<file path="src/rtl/xor_fold_pkg.sv">
// Shared definitions for the xor_fold_pipe block: mode encodings and
// packet tracker states.
package xor_fold_pkg;

    localparam logic MODE_PASS  = 1'b0;
    localparam logic MODE_ACCUM = 1'b1;

    // PASS_PKT is transient: a PASS beat leaves IDLE and returns to IDLE in
    // the same cycle, so it never needs a stored encoding.
    typedef enum logic [1:0] {
        IDLE = 2'd0,
        ACC  = 2'd1
    } trk_state_e;

endpackage

</file>
<file path="src/rtl/xor_fold_stage.sv">
// One pipeline register slice carrying {valid, data, count, parity}.
// Holds when en is low; bubbles shift like data when en is high.
module xor_fold_stage
    import xor_fold_pkg::*;
#(
    parameter int WIDTH = 8,
    parameter int CNT_W = 8
) (
    input  logic             clk,
    input  logic             reset,
    input  logic             en,
    input  logic             in_valid,
    input  logic [WIDTH-1:0] in_data,
    input  logic [CNT_W-1:0] in_count,
    input  logic             in_parity,
    output logic             out_valid,
    output logic [WIDTH-1:0] out_data,
    output logic [CNT_W-1:0] out_count,
    output logic             out_parity
);

    logic             valid_d,  valid_q;
    logic [WIDTH-1:0] data_d,   data_q;
    logic [CNT_W-1:0] count_d,  count_q;
    logic             parity_d, parity_q;

    // Next-state selection: load from upstream when enabled, otherwise hold.
    always_comb begin
        valid_d  = valid_q;
        data_d   = data_q;
        count_d  = count_q;
        parity_d = parity_q;
        if (en) begin
            valid_d  = in_valid;
            data_d   = in_data;
            count_d  = in_count;
            parity_d = in_parity;
        end else begin
            valid_d  = valid_q;
            data_d   = data_q;
            count_d  = count_q;
            parity_d = parity_q;
        end
    end

    // Slice registers with synchronous reset.
    always_ff @(posedge clk) begin
        if (reset) begin
            valid_q  <= 1'b0;
            data_q   <= '0;
            count_q  <= '0;
            parity_q <= 1'b0;
        end else begin
            valid_q  <= valid_d;
            data_q   <= data_d;
            count_q  <= count_d;
            parity_q <= parity_d;
        end
    end

    assign out_valid  = valid_q;
    assign out_data   = data_q;
    assign out_count  = count_q;
    assign out_parity = parity_q;

endmodule

</file>
<file path="src/rtl/xor_fold_pipe.sv">
// Elastic multi-lane XOR fold: PASS emits one folded word per beat, ACCUM
// emits one running-XOR checksum per packet on its last beat.
module xor_fold_pipe
    import xor_fold_pkg::*;
#(
    parameter int WIDTH  = 8,
    parameter int LANES  = 2,
    parameter int STAGES = 2,
    parameter int CNT_W  = 8
) (
    input  logic                   clk,
    input  logic                   reset,
    input  logic                   mode,
    input  logic                   in_valid,
    output logic                   in_ready,
    input  logic [LANES*WIDTH-1:0] in_data,
    input  logic                   in_last,
    output logic                   out_valid,
    input  logic                   out_ready,
    output logic [WIDTH-1:0]       out_data,
    output logic [CNT_W-1:0]       out_count,
    output logic                   out_parity
);

    localparam logic [CNT_W-1:0] CNT_MAX = {CNT_W{1'b1}};
    localparam logic [CNT_W-1:0] CNT_ONE = CNT_W'(1'b1);

    function automatic logic parity_of(input logic [WIDTH-1:0] v);
        return ^v;
    endfunction

    logic             en;
    logic             in_fire;
    logic [WIDTH-1:0] fold;

    trk_state_e       state_d, state_q;
    logic             pkt_mode_d, pkt_mode_q;
    logic             cur_mode;
    logic [WIDTH-1:0] acc_d, acc_q;
    logic [CNT_W-1:0] cnt_d, cnt_q;
    logic [CNT_W-1:0] cnt_inc;

    logic             inj_valid;
    logic [WIDTH-1:0] inj_data;
    logic [CNT_W-1:0] inj_count;

    logic [STAGES:0]  stg_valid;
    logic [WIDTH-1:0] stg_data  [STAGES+1];
    logic [CNT_W-1:0] stg_count [STAGES+1];
    logic [STAGES:0]  stg_parity;

    assign en       = ~out_valid | out_ready;
    assign in_ready = en & ~reset;
    assign in_fire  = in_valid & in_ready;

    // XOR of all lanes of the incoming beat.
    always_comb begin
        fold = '0;
        for (int k = 0; k < LANES; k++) begin
            fold = fold ^ in_data[k*WIDTH +: WIDTH];
        end
    end

    // Packet tracker, accumulator and saturating beat counter; decides what
    // (if anything) is injected into the pipe this cycle.
    always_comb begin
        state_d    = state_q;
        pkt_mode_d = pkt_mode_q;
        acc_d      = acc_q;
        cnt_d      = cnt_q;
        inj_valid  = 1'b0;
        inj_data   = '0;
        inj_count  = '0;
        cur_mode   = (state_q == ACC) ? pkt_mode_q : mode;
        cnt_inc    = (cnt_q == CNT_MAX) ? cnt_q : cnt_q + CNT_W'(1'b1);
        if (in_fire) begin
            pkt_mode_d = cur_mode;
            if (cur_mode == MODE_PASS) begin
                inj_valid = 1'b1;
                inj_data  = fold;
                inj_count = CNT_ONE;
                state_d   = IDLE;
            end else if (in_last) begin
                inj_valid = 1'b1;
                inj_data  = acc_q ^ fold;
                inj_count = cnt_inc;
                acc_d     = '0;
                cnt_d     = '0;
                state_d   = IDLE;
            end else begin
                acc_d   = acc_q ^ fold;
                cnt_d   = cnt_inc;
                state_d = ACC;
            end
        end else begin
            state_d = state_q;
        end
    end

    // Tracker and accumulator registers; reset drops any partial packet.
    always_ff @(posedge clk) begin
        if (reset) begin
            state_q    <= IDLE;
            pkt_mode_q <= MODE_PASS;
            acc_q      <= '0;
            cnt_q      <= '0;
        end else begin
            state_q    <= state_d;
            pkt_mode_q <= pkt_mode_d;
            acc_q      <= acc_d;
            cnt_q      <= cnt_d;
        end
    end

    assign stg_valid[0]  = inj_valid;
    assign stg_data[0]   = inj_data;
    assign stg_count[0]  = inj_count;
    assign stg_parity[0] = parity_of(inj_data);

    for (genvar i = 0; i < STAGES; i++) begin : g_stage
        xor_fold_stage #(
            .WIDTH (WIDTH),
            .CNT_W (CNT_W)
        ) u_stage (
            .clk        (clk),
            .reset      (reset),
            .en         (en),
            .in_valid   (stg_valid[i]),
            .in_data    (stg_data[i]),
            .in_count   (stg_count[i]),
            .in_parity  (stg_parity[i]),
            .out_valid  (stg_valid[i+1]),
            .out_data   (stg_data[i+1]),
            .out_count  (stg_count[i+1]),
            .out_parity (stg_parity[i+1])
        );
    end

    assign out_valid  = stg_valid[STAGES];
    assign out_data   = stg_data[STAGES];
    assign out_count  = stg_count[STAGES];
    assign out_parity = stg_parity[STAGES];

endmodule

</file>
<file path="config.mk">
export PLATFORM = sky130hd
export DESIGN_NAME = xor_fold_pipe
export DESIGN_NICKNAME = d
export VERILOG_FILES = /design/src/rtl/xor_fold_pkg.sv /design/src/rtl/xor_fold_stage.sv /design/src/rtl/xor_fold_pipe.sv
export SDC_FILE = /design/constraint.sdc
export NUM_CORES = 1
export LEC_CHECK = 0
export CORE_MARGIN = 3
export CORE_UTILIZATION = 53
export CTS_CLUSTER_SIZE = 25
export DETAILED_ROUTE_END_ITERATION = 16
export GPL_TIMING_DRIVEN = 0
export PLACE_DENSITY = 0.79
export SLEW_MARGIN = 20
export SYNTH_ARGS = -nofsm -noshare
export SYNTH_HDL_FRONTEND = slang
export SYNTH_SLANG_ARGS = --single-unit
</file>
<file path="constraint.sdc">
create_clock -name clk -period 1.8 [get_ports clk]
set_input_delay 0.36 -clock clk [delete_from_list [all_inputs] [get_ports clk]]
set_output_delay 0.36 -clock clk [all_outputs]
set_load 0.1 [all_outputs]
</file>
# After elaboration in Yosys (flattened, before gate mapping)
# Index checks and enable logic that the tools add are counted.
# op_classes
addsub	1
n_eq_ne	2
n_mux	15
bitwise	7
n_reduce_logical	2
# op_table
cell	count
8-bit 2-to-1 mux	9
8-bit bitwise XOR	2
8-bit by 1-bit adder with 8-bit output, second input constant	1
8-bit == test, second input constant	1
8-bit XOR reduction	1
1-bit 2-to-1 mux	6
1-bit bitwise AND	2
2-bit by 1-bit == test with 1-bit output, second input constant	1
1-bit inverter	2
2-bit AND reduction	1
1-bit bitwise OR	1
# word_totals
register_bits	55
in_bits	22
elab_cells	39

# Longest topological paths before layout
# depth
word_depth	6
depth_mapped	8
mapped_depth_nobuf	7

# Hierarchy
# From an unflattened synthesis, not the netlist that was laid out.
# unflattened
cells_unflattened	306
area_unflattened_um2	2672.6
# by_module_without_submodules
module	instances	cells_each	area_per_inst_um2
xor_fold_pipe	1	190	1373.8
xor_fold_stage	2	58	649.4

# Worst setup path after synthesis
# No wires, ideal clock.
# synth_path
path_type	reg-to-output
startpoint	register g_stage[1].u_stage.valid_q
endpoint	output in_ready
arrival_time_ps	2574
required_ps	1440
path_slack_ps	-1134
stages_incl_launch_ff	5
path_buffers	2
cell_sequence	dfxtp_1 > nor2b_1 > clkbuf_1 > clkbuf_1 > nor2_1
# synth_via
elab_chain_len	3
# synth_lines
element	line	rtl
from (decl)	xor_fold_stage.sv:22	logic valid_d, valid_q;
from (signal assigned)	xor_fold_stage.sv:54	valid_q <= valid_d;
1-bit inverter	xor_fold_pipe.sv:52	assign en = ~out_valid | out_ready;
1-bit bitwise OR	xor_fold_pipe.sv:52	
1-bit bitwise AND	xor_fold_pipe.sv:53	assign in_ready = en & ~reset;
to (decl)	xor_fold_pipe.sv:15	output logic in_ready,
# Every way passes these cells.

# Worst setup path in the final report
# layout_path
startpoint	input mode
endpoint	register acc_q[0]
# layout_via
elab_chain_len	2
# layout_lines
element	line	rtl
from (decl)	xor_fold_pipe.sv:13	input logic mode,
1-bit 2-to-1 mux	xor_fold_pipe.sv:74	cur_mode = (state_q == ACC) ? pkt_mode_q : mode;
2-bit AND reduction (no line)	--	
to (signal assigned)	xor_fold_pipe.sv:105	acc_q <= '0;
to (signal assigned)	xor_fold_pipe.sv:110	acc_q <= acc_d;
to (decl)	xor_fold_pipe.sv:39	logic [WIDTH-1:0] acc_d, acc_q;
# Every way passes these cells.
# A chain may end at the register's enable or synchronous reset.

==> impl_metrics.toml <==
[run_status]
status = "complete, no violations"

[timing]
tns_ns = 0
fmax_mhz = 571
relSlewSlack_pct = 63.0
min_period_ns = 1.75
hold_ws_ns = 0.453
timing_worst_slew_pin_value_ns = 0.556
skew_ns = 0.00942
slew_viol_final = 0
period_share_pct = 97.4
hold_viol = 0
setup_viol = 0

[yosys]
synth_area_sq_um = 2550
synth_warnings = 0
synth_top_area_share_pct = 42.4
synth-async-reset-ratio_pct = 0
synth_cells = 312
yosysTopAreaCell = "dfxtp_1"
synth_most_common_cell = "dfxtp_1"
synthesis.nets = 335
yosysSeqAreaShare_pct = 42.4
yosysUniqueCellTypes = 37
yosys_register_bits = 54
synth_flop_cell = "dfxtp_1"
yosys-top-cells-area = "dfxtp_1, xnor2_1, a21oi_1, nand2_1, nor2_1"
synth_edf_count = 0
synth.avg_cell_area_sq_um = 8.17
synth.top_cells.by_count = "dfxtp_1, nand2_1, a21oi_1"

[global_route]
grt_max_degree = 17
antenna_found_initial = 0
grt_pass1_vias = 2103
grt_overflow = 0
grt_pass1_wl_microns = 9620
grt_use_total_pct = 22.0

[place]
port_buffers = 40
routabilityCongestion = 0.834
place_inst = 404
dpl.hpwl_microns = 4250

[drt]
drt-initial-drc-count = 157
drcViolationCount = 0
ant_nets = 0
vias = 2289
wire_per_inst_microns = 14.4
wl_microns = 5970
drt_pre_antenna_iters = 4
routed_via_density = 5.50

[finish]
num-nets-final = 386
layout.cells.non_filler = 416
num_antenna_cells = 0
area_growth_pct = 29.5
drive_gt1_share_pct = 16.2

[clock_tree]
clock_sinks = 54
cts_made_buffers = 5
htreeDepth = 2
clk_pin_slew_ns = 0.09
root_buffer = "clkbuf_8"
cts_tree = "built"
clk_path_buf_depth = 2
clock_latency_ns = 0.31

[die]
die_w_microns = 75.3
io_pins = 41
num_rows = 24
die-area_sq_um = 5680
initial_utilization_pct = 56.6
core_sq_um = 4500
die_h_microns = 75.3

[hold_path]
hold_path_class = "reg2reg"
hold_depth = 2

[job]
max_cap_violations = 0

[setup_path]
crit_chain = "clkdlybuf4s50_1, mux2_2, buf_6, nand3_4, nor2_1, nand3b_1, a21oi_1"
cp_data_arrival_time_ns = 1.98
crit_fanout = 10
cpMaxStageDelayCell = "clkdlybuf4s50_1"
required_ns = 2.03
cp-end-kind = "flip-flop"
critPathLaunchType = "primary input"
worst-setup-path-type = "in2reg"
reg2regPathDepth = 7
slowest_delay_ns = 0.50

[power_and_ir_drop]
power_w = 0.00255
power.leakage_nw = 1.19
power_density_nw_per_um2 = 771
worst_ir_drop_vdd_v = 0.000566
metrics by stage:
| stage | worst slack [ns] | instance area (sq um) | utilization, % |
|---|---|---|---|
| 6_report | 0.0475 | 3300 | 73.3 |
| 3_5_place_dp | -1.43 | 3040 | 67.4 |
| 4_1_cts | -0.0235 | 3200 | 71.1 |
| 3_3_place_gp | -1.44 | 3040 | 67.4 |
| 5_1_grt | -0.0227 | 3300 | 73.3 |
| 2_1_floorplan | 0.0233 | 2570 | - |
layer usage:
layer,vias to the layer above,routed length [microns],track usage (%)
li1,1154,-,-
met1,1045,2690,29.7
met2,85,2850,35.4
met3,5,372,3.03
met4,0,51,9.13
met5,-,0,0
power breakdown:
part / total [W] / switching, W / internal (W)
Sequential: 0.00124 / 0.0000216 / 0.00122
Combinational: 0.000492 / 0.000280 / 0.000212
Clock: 0.000809 / 0.000393 / 0.000415
repair_timing:
action | CTS | global route
setup buffers | 1 | 3
hold buffers | 0 | 0
setup endpoints to repair | 20 | 23
cloned | 0 | 1
gates resized for setup | 72 | 16
pin swaps | 0 | 7
worst paths after layout:
path / startpoint / to / slack (ns)
worst min-delay path: g_stage[1].u_stage.out_count[7] / g_stage[1].u_stage.out_count[7] / 0.45
worst max-delay path: mode / acc_q[0] / 0.05
worst max register to register: state_q[0] / g_stage[0].u_stage.out_count[6] / 0.13
worst min register to register: g_stage[1].u_stage.out_count[7] / g_stage[1].u_stage.out_count[7] / 0.45
critical path, delay by kind of cell:
kind                   cells  cell delay [ns]
buffers and inverters      2             0.66
AND/OR/NAND/NOR            3             0.60
multiplexers               1             0.19
AO/OA/AOI/OAI              1             0.18
area by class of cell:
type                            count  area, sq um
Clock buffer                        6         72.6
Fill cell                         332         1200
Inverter                            2         7.51
Sequential cell                    54         1080
Tap cell                           52         65.1
Timing Repair Buffer               45          477
Buffer                             18          113
Multi-Input combinational cell    237         1440
Clock inverter                      2         37.5
cell usage in the layout (no fill, tap or decap), types with 3 or more instances in the layout:
master           count
nor3_1               9
clkbuf_1             8
buf_4                9
nand3_1              4
and3_1               3
clkdlybuf4s15_2     18
nand2_1             53
clkbuf_8             7
dfxtp_1             53
dlymetal6s2s_1       3
xnor2_1             23
xor2_1               9
a21oi_1             41
nor2_1              38
o21ai_0             12
a22oi_1             14
clkdlybuf4s50_1     17
xnor2_2              5
registers in the layout (all words and copies together), names as in the netlist:
signal / flops
pkt_mode_q: 1
g_stage.u_stage.out_count: 16
g_stage.u_stage.out_parity: 2
g_stage.u_stage.out_data: 16
cnt_q: 8
g_stage.u_stage.out_valid: 2
acc_q: 8
state_q: 1
cells by family after synthesis:
kind of cell	count (synthesis)	share of synthesized area, %
mux	4	1.67
flops	54	42.4
simple gates	119	20.9
fa+ha+maj	1	0.491
xor+xnor	39	14.0
buf+inv	21	3.58
compound gates	74	17.0
Note: power is estimated with default switching activity, not from simulation.
